--- config.mk ---
export PLATFORM = sky130hd
export DESIGN_NAME = keypad_digit_collector
export DESIGN_NICKNAME = d
export VERILOG_FILES = /design/src/rtl/keypad_digit_collector.sv
export SDC_FILE = /design/constraint.sdc
export NUM_CORES = 1
export LEC_CHECK = 0
export CAP_MARGIN = 0
export CELL_PAD_IN_SITES_DETAIL_PLACEMENT = 0
export CELL_PAD_IN_SITES_GLOBAL_PLACEMENT = 2
export CORE_UTILIZATION = 35
export CTS_CLUSTER_SIZE = 16
export DETAILED_ROUTE_END_ITERATION = 10
export PLACE_DENSITY = 0.93
export SYNTH_ARGS = -nofsm -noshare
export SYNTH_HDL_FRONTEND = slang
export SYNTH_SLANG_ARGS = --single-unit
--- constraint.sdc ---
create_clock -name clk -period 4.75 [get_ports clk]
set_input_delay 0.95 -clock clk [delete_from_list [all_inputs] [get_ports clk]]
set_output_delay 0.95 -clock clk [all_outputs]
set_load 0.005 [all_outputs]
--- src/rtl/keypad_digit_collector.sv ---
// Keypad front end for the lock controller: collects up to six digits, strobes
// the judge, waits for the verdict and enforces a lockout after repeated failures.
module keypad_digit_collector #(
  parameter int TIMEOUT_CYC = 1000,
  parameter int LOCK_CYC    = 5000,
  parameter int MAX_FAIL    = 3
) (
  input  logic       clk,
  input  logic       clr,
  input  logic       key_valid,
  input  logic [3:0] key_code,
  input  logic       res,
  output logic [3:0] d1,
  output logic [3:0] d2,
  output logic [3:0] d3,
  output logic [3:0] d4,
  output logic [3:0] d5,
  output logic [3:0] d6,
  output logic [2:0] count,
  output logic       j,
  output logic       ok,
  output logic       err,
  output logic       locked,
  output logic [1:0] fail_cnt
);

  typedef enum logic [2:0] {
    IDLE,
    ENTRY,
    FULL,
    WAIT_RES,
    LOCKOUT
  } state_t;

  localparam int IW = (TIMEOUT_CYC > 1) ? $clog2(TIMEOUT_CYC) : 1;
  localparam int LW = (LOCK_CYC > 1) ? $clog2(LOCK_CYC) : 1;
  localparam logic [IW-1:0] IDLE_LAST  = IW'(TIMEOUT_CYC - 1);
  localparam logic [LW-1:0] LOCK_LAST  = LW'(LOCK_CYC - 1);
  localparam logic [2:0]    FAIL_LIMIT = 3'(MAX_FAIL);

  state_t state;
  state_t state_nxt;

  // dig[0] holds d1, the first digit keyed in
  logic [5:0][3:0] dig;
  logic [5:0][3:0] dig_nxt;
  logic [2:0]      count_nxt;
  logic            j_nxt;
  logic            ok_nxt;
  logic            err_nxt;
  logic            locked_nxt;
  logic [1:0]      fail_nxt;
  logic [IW-1:0]   idle_cnt;
  logic [IW-1:0]   idle_nxt;
  logic [LW-1:0]   lock_cnt;
  logic [LW-1:0]   lock_nxt;
  logic [1:0]      wait_cnt;
  logic [1:0]      wait_nxt;

  logic       is_digit;
  logic       is_bksp;
  logic       is_enter;
  logic       is_cancel;
  logic       in_edit;
  logic       timeout;
  logic       res_sample;
  logic       lock_done;
  logic [2:0] fail_inc;
  logic       lock_trip;

  assign is_digit  = (key_code <= 4'd9);
  assign is_bksp   = (key_code == 4'hA);
  assign is_enter  = (key_code == 4'hB);
  assign is_cancel = (key_code == 4'hC);

  assign in_edit    = (state == IDLE) || (state == ENTRY) || (state == FULL);
  assign timeout    = ((state == ENTRY) || (state == FULL)) && (idle_cnt == IDLE_LAST);
  assign res_sample = (state == WAIT_RES) && (wait_cnt == 2'd2);
  assign lock_done  = (state == LOCKOUT) && (lock_cnt == LOCK_LAST);
  assign fail_inc   = {1'b0, fail_cnt} + 3'd1;
  assign lock_trip  = !res && (fail_inc == FAIL_LIMIT);

  assign d1 = dig[0];
  assign d2 = dig[1];
  assign d3 = dig[2];
  assign d4 = dig[3];
  assign d5 = dig[4];
  assign d6 = dig[5];

  always_ff @(posedge clk) begin
    if (clr) begin
      state    <= IDLE;
      dig      <= '0;
      count    <= '0;
      j        <= 1'b0;
      ok       <= 1'b0;
      err      <= 1'b0;
      locked   <= 1'b0;
      fail_cnt <= '0;
      idle_cnt <= '0;
      lock_cnt <= '0;
      wait_cnt <= '0;
    end else begin
      state    <= state_nxt;
      dig      <= dig_nxt;
      count    <= count_nxt;
      j        <= j_nxt;
      ok       <= ok_nxt;
      err      <= err_nxt;
      locked   <= locked_nxt;
      fail_cnt <= fail_nxt;
      idle_cnt <= idle_nxt;
      lock_cnt <= lock_nxt;
      wait_cnt <= wait_nxt;
    end
  end

  // A key arriving in the same cycle the inactivity timer expires takes precedence
  always_comb begin
    state_nxt = state;
    case (state)
      IDLE, ENTRY, FULL: begin
        if (key_valid) begin
          if (is_digit) begin
            if (state != FULL) begin
              state_nxt = (count == 3'd5) ? FULL : ENTRY;
            end
          end else if (is_bksp) begin
            if (count != 3'd0) begin
              state_nxt = (count == 3'd1) ? IDLE : ENTRY;
            end
          end else if (is_cancel) begin
            state_nxt = IDLE;
          end else if (is_enter) begin
            if (state == FULL) begin
              state_nxt = WAIT_RES;
            end
          end
        end else if (timeout) begin
          state_nxt = IDLE;
        end
      end
      WAIT_RES: begin
        if (res_sample) begin
          state_nxt = lock_trip ? LOCKOUT : IDLE;
        end
      end
      LOCKOUT: begin
        if (lock_done) begin
          state_nxt = IDLE;
        end
      end
      default: state_nxt = IDLE;
    endcase
  end

  always_comb begin
    dig_nxt    = dig;
    count_nxt  = count;
    j_nxt      = 1'b0;
    ok_nxt     = 1'b0;
    err_nxt    = 1'b0;
    fail_nxt   = fail_cnt;
    idle_nxt   = idle_cnt;
    lock_nxt   = lock_cnt;
    wait_nxt   = wait_cnt;
    locked_nxt = (state_nxt == LOCKOUT);
    if (in_edit) begin
      idle_nxt = (state == IDLE) ? '0 : idle_cnt + 1'b1;
      if (key_valid) begin
        idle_nxt = '0;
        if (is_digit) begin
          if (state == FULL) begin
            err_nxt = 1'b1;
          end else begin
            dig_nxt[count] = key_code;
            count_nxt      = count + 3'd1;
          end
        end else if (is_bksp) begin
          if (count == 3'd0) begin
            err_nxt = 1'b1;
          end else begin
            dig_nxt[count - 3'd1] = 4'd0;
            count_nxt             = count - 3'd1;
          end
        end else if (is_cancel) begin
          dig_nxt   = '0;
          count_nxt = 3'd0;
        end else if (is_enter) begin
          if (state == FULL) begin
            j_nxt    = 1'b1;
            wait_nxt = 2'd0;
          end else begin
            err_nxt = 1'b1;
          end
        end else begin
          err_nxt = 1'b1;
        end
      end else if (timeout) begin
        err_nxt   = 1'b1;
        dig_nxt   = '0;
        count_nxt = 3'd0;
        idle_nxt  = '0;
      end
    end else if (state == WAIT_RES) begin
      wait_nxt = wait_cnt + 2'd1;
      if (res_sample) begin
        dig_nxt   = '0;
        count_nxt = 3'd0;
        wait_nxt  = 2'd0;
        lock_nxt  = '0;
        if (res) begin
          ok_nxt   = 1'b1;
          fail_nxt = 2'd0;
        end else begin
          fail_nxt = fail_inc[1:0];
        end
      end
    end else if (state == LOCKOUT) begin
      lock_nxt = lock_cnt + 1'b1;
      if (lock_done) begin
        lock_nxt = '0;
        fail_nxt = 2'd0;
      end
    end
  end

endmodule

== After elaboration in Yosys (flattened, before gate mapping) ==
Index checks and enable logic that the tools add are counted.

* $add $sub $neg: 6
* Order comparisons: 5
* Equality and inequality tests: 26
* Muxes and demuxes: 71
* Bitwise logic cells: 7
* Reduce and logical (&&, ||, !) cells: 25

{| class="wikitable"
|+ Operator list
! operator !! count
|-
| $mux W24 || 10
|-
| $mux W3 || 22
|-
| $mux W13 || 4
|-
| $mux W10 || 3
|-
| $mux W2 || 15
|-
| $and A24 B24 Y24 || 1
|-
| $bwmux W24 || 1
|-
| $demux W4 S3 || 2
|-
| $not A24 Y24 || 1
|-
| $add A13 B1 Y13 const B || 1
|-
| $eq A13 B13 Y1 const B || 1
|-
| $eq A4 B4 Y1 const B || 3
|-
| $ne A2 B2 Y1 const B || 6
|-
| $mux W1 || 11
|-
| $add A10 B1 Y10 const B || 1
|-
| $eq A10 B10 Y1 const B || 1
|-
| $ne A5 B5 Y1 const B || 2
|-
| $eq A3 B2 Y1 const B || 3
|-
| $eq A3 B3 Y1 const B || 3
|-
| $pmux W3 S3 || 1
|-
| $lt A3 B4 Y1 const B || 2
|-
| $mux W4 || 2
|-
| $reduce_bool A2 Y1 || 4
|-
| $reduce_and A7 Y1 || 1
|-
| other kinds (24) || 39
|}

* Flip-flop bits (word level): 61
* Input bits: 8
* Output and inout bits: 33
* Word-level logic and storage cells: 156

== Longest topological paths before layout ==
* Depth in word-level cells: 12
* Gate-level depth with buffers: 7
* Mapped depth without buffers: 7

== Worst setup path before layout ==
Ideal clock, no wire load.

* Path type: input -> register
* Start: input key_valid
* End: register dig, in the netlist d1[3]
* Arrival time: 2.323 ns
* Setup slack: 2.310 ns
* Stages: 6
* Path through: clkbuf_1 and3b_1 a221o_1 a21oi_4 a31oi_1 a32o_1

* Cells in the longest elaborated chain, start to end: 2
* Elaborated cells between the ends (all ways): 7
* Those cells by class: 4 x eq/ne; 2 x mux; 1 x reduce/logical

{| class="wikitable"
|+ RTL lines
! what !! RTL line !! RTL
|-
| start: declaration || 10 || <nowiki>input logic key_valid,</nowiki>
|-
| $ne A5 B5 Y1 (no line) (tied with other cells) || - ||
|-
| $reduce_and A6 Y1 (no line) / $mux W24 (equally long branches) || - ||
|-
| end signal: assignment || 105 || <nowiki>dig <= dig_nxt;</nowiki>
|-
| end: declaration || 45 || <nowiki>logic [5:0][3:0] dig;</nowiki>
|}

Several ways; a longest one is shown, not always the timed one.
A chain may end at the register's enable or synchronous reset.

== Final worst setup path ==
* Start: input key_code[3]
* End: register dig, in the netlist d5[0]

* Cells in the longest elaborated chain, start to end: 5
* Elaborated cells between the ends (all ways): 11
* Those cells by class: 1 x order compare; 5 x eq/ne; 4 x mux; 1 x reduce/logical

{| class="wikitable"
|+ RTL lines
! what !! RTL line !! RTL
|-
| start: declaration || 11 || <nowiki>input logic [3:0] key_code,</nowiki>
|-
| branches (longest 5 deep; another with $le A4 B4 Y1) || - ||
|}

Several ways; the timed one is not identified.

==> results.json <==
{
  "status": "finished with violations",
  "violations": "DRC",
  "dieArea_um2": 9560,
  "ios": 41,
  "p_int_mw": 0.8221,
  "final_nets": 425,
  "combPwrFrac_pct": 8.8,
  "power_frac_clock_pct": 43.3,
  "ys.flop_type": "dfxtp_1",
  "ctsResizeCount": 0,
  "path_class": "input port to flip-flop",
  "p_sw_share_pct": 25.14,
  "clock_latency_ps": 330,
  "yosys_warnings": 0,
  "antenna_cells": 0,
  "grt_pass1_wl_um": 14570,
  "powerDensity_nw_per_um2": 284.4,
  "sequentialPowerShare_pct": 48.0,
  "synth_largest_area_cell": "dfxtp_1",
  "synth_nets": 392,
  "syn2layout_area_growth_pct": 20.26,
  "synth_area_leaders": "dfxtp_1, nor2_1, nand2_1",
  "rows": 34,
  "slew_violations": 0,
  "critPathCaptureType": "flip-flop",
  "critPathMaxFanout": 15,
  "hold_viol": 0,
  "cts.sinks": 61,
  "finalWirelength_um": 8556,
  "cellLeakagePower_nw": 1.339,
  "cp-start-kind": "input port",
  "synthDistinctLibCells": 60,
  "ff2ff_setup_slack_ps": 1810,
  "cts.clk_slew.worst_paths_ps": 70,
  "setup-tns-final_ps": 0,
  "postCtsSetupBuffers": 0,
  "ant_nets": 0,
  "total_power_mw": 1.098,
  "cts_tree": "yes",
  "clockRootBuffer": "clkbuf_8",
  "grt_pass1_vias": 2906,
  "p_switching_mw": 0.2760,
  "ys_ff_latch": 61,
  "start_util_pct": 36.46,
  "fmax_ghz": 0.3145,
  "grt_setup_unrepaired": "no",
  "cts-htree-levels": 3,
  "drt_iter0_drc": 182,
  "place_congestion": 0.8817,
  "chipWidth_um": 97.78,
  "fin_crit_ps": 3180,
  "tightest_slew_ps": 1162,
  "dr.pass1.iters": 8,
  "maxCapViolations": 0,
  "worstPathRequired_ps": 5040,
  "antenna_found_initial": 0,
  "clock_skew_ps": 5.381,
  "drive_gt1_share_pct": 5.797,
  "num_vias": 2982,
  "period_share_pct": 66.94,
  "synth_cells": 377,
  "core_um2": 8806,
  "clockBufferDepth": 2,
  "avgSynthCellArea_um2": 8.516,
  "fill_cells": 859,
  "setup_viol": 0,
  "grt_usage_pct": 19.09,
  "wl_per_cell_um": 16.39,
  "io_buffers": 40,
  "slew_headroom_pct": 22.57,
  "synth-edff-count": 0,
  "cts_buffers": 9,
  "overflow": 0,
  "yosysTopAreaCellShare_pct": 38.04,
  "drc": 4,
  "synth_area_um2": 3211,
  "async_flop_share_pct": 0,
  "dp_hpwl_um": 5930,
  "peakVddDrop_mv": 0.1118,
  "yosysSeqAreaShare_pct": 38.04,
  "die_h_um": 97.78,
  "grt_max_degree": 18,
  "viasPerCell": 5.713,
  "min_path_type": "flip-flop to flip-flop",
  "cts-hold-fix-buffers": 0,
  "arrival_ps": 3470
}
[cell type report]
cell class | instances | area (um^2) | share of cell area [%]
Clock inverter | 4 | 47.55 | 1.231
Tap cell | 108 | 135.1 | 3.500
Timing Repair Buffer | 42 | 415.4 | 10.76
Sequential cell | 61 | 1221 | 31.63
Multi-Input combinational cell | 289 | 1864 | 48.28
Inverter | 7 | 26.28 | 0.6805
Clock buffer | 11 | 151.4 | 3.921
[placed cells by master (no fill, tap or decap), types with 3 or more instances in the layout]
| master | n |
|---|---|
| a21o_1 | 6 |
| a21oi_1 | 16 |
| a2bb2o_1 | 6 |
| a31oi_1 | 12 |
| a32o_1 | 3 |
| a32oi_1 | 3 |
| and2_1 | 4 |
| and3_1 | 5 |
| clkbuf_8 | 11 |
| clkdlybuf4s50_1 | 40 |
| dfxtp_1 | 61 |
| ha_1 | 7 |
| inv_1 | 7 |
| nand2_1 | 33 |
| nand2b_1 | 5 |
| nand3_1 | 11 |
| nand3b_1 | 3 |
| nand4_1 | 4 |
| nor2_1 | 38 |
| nor2b_1 | 7 |
| nor3_1 | 11 |
| nor3b_1 | 9 |
| nor4_1 | 4 |
| o21ai_0 | 21 |
| o22ai_1 | 5 |
| o2bb2ai_1 | 11 |
| o31ai_1 | 4 |
| or3_1 | 4 |
| xnor2_1 | 13 |
[synth_stat cells, drive strengths merged (3+ instances only)]
cell type and number:
nand3 11, dfxtp 61, xnor2 13, nor2 38, o2bb2ai 11, and3 5, nor2b 7, ha 7
a2bb2o 6, or3 4, clkbuf 11, a32oi 3, nor4 6, nand2 34, nor3 11, nand3b 3
a32o 3, or4 3, nand4 4, buf 9, nor3b 9, inv 7, a21oi 17, a21o 6
nand2b 5, a31oi 12, o22ai 5, o21ai 22, o31ai 4, and2 4
[metal layers]
| metal | track usage (%) | wire (um) | vias up |
|---|---|---|---|
| met5 | 0 | 0 | - |
| met4 | 8.858 | 138 | 0 |
| met3 | 4.295 | 372 | 10 |
| met2 | 29.19 | 3877 | 94 |
| met1 | 25.64 | 4168 | 1405 |
| li1 | - | - | 1473 |
[through the flow]
stage | instance area [um^2] | worst slack, ps | hold WS [ps] | utilization, % | std cells
finish | 3861 | 1570 | 457.7 | 43.85 | 522
CTS | 3861 | 1594 | 459.4 | 43.85 | 522
detailed placement | 3662 | 1215 | 443.1 | 41.59 | 507
global route | 3861 | 1428 | 478.7 | 43.85 | 522
global placement | 3662 | 1299 | 447.7 | 41.59 | 507
floorplan | 3211 | 2310 | 445.7 | - | 377
[flip-flops by register name, summed over array words and instances (netlist names)]
name	cells
err	1
locked	1
d3	4
d1	4
d4	4
count	3
state	3
fail_cnt	2
wait_cnt	2
lock_cnt	13
d2	4
d6	4
ok	1
d5	4
j	1
idle_cnt	10
[worst max-delay path, stage by stage]
cell	delay, ps
clkdlybuf4s50_1	760
o21ai_1	360
a221o_1	490
nor4_4	300
nand2_1	280
a2bb2o_1	320
[cells by family after synthesis]
family / after synthesis / share of synthesized area (%)
flip-flops: 61 / 38.04
XOR/XNOR: 15 / 4.092
adder cells (fa/ha/maj): 7 / 2.728
AO/OA/AOI/OAI: 113 / 25.10
buffers and inverters: 27 / 3.897
AND/OR/NAND/NOR: 154 / 26.15
[power by group through the flow]
stage	clock [mW]	sequential, mW	combinational [mW]
after floorplan	0	0.533	0.0665
after global placement	0	0.538	0.0959
after detailed placement	0	0.538	0.0959
after CTS	0.491	0.526	0.0965
after global routing	0.511	0.527	0.107
final	0.475	0.527	0.0965
[worst paths after layout]
kind                    startpoint                    end  cells past startpoint
min             d4[3]$_SDFFE_PP0P_     d4[3]$_SDFFE_PP0P_                      1
max reg2reg  count[0]$_SDFFE_PP0P_  count[2]$_SDFFE_PP0P_                      7
max                    key_code[3]     d5[0]$_SDFFE_PP0P_                      6
min reg2reg     d4[3]$_SDFFE_PP0P_     d4[3]$_SDFFE_PP0P_                      1
Power figures use the tool's default switching activity.
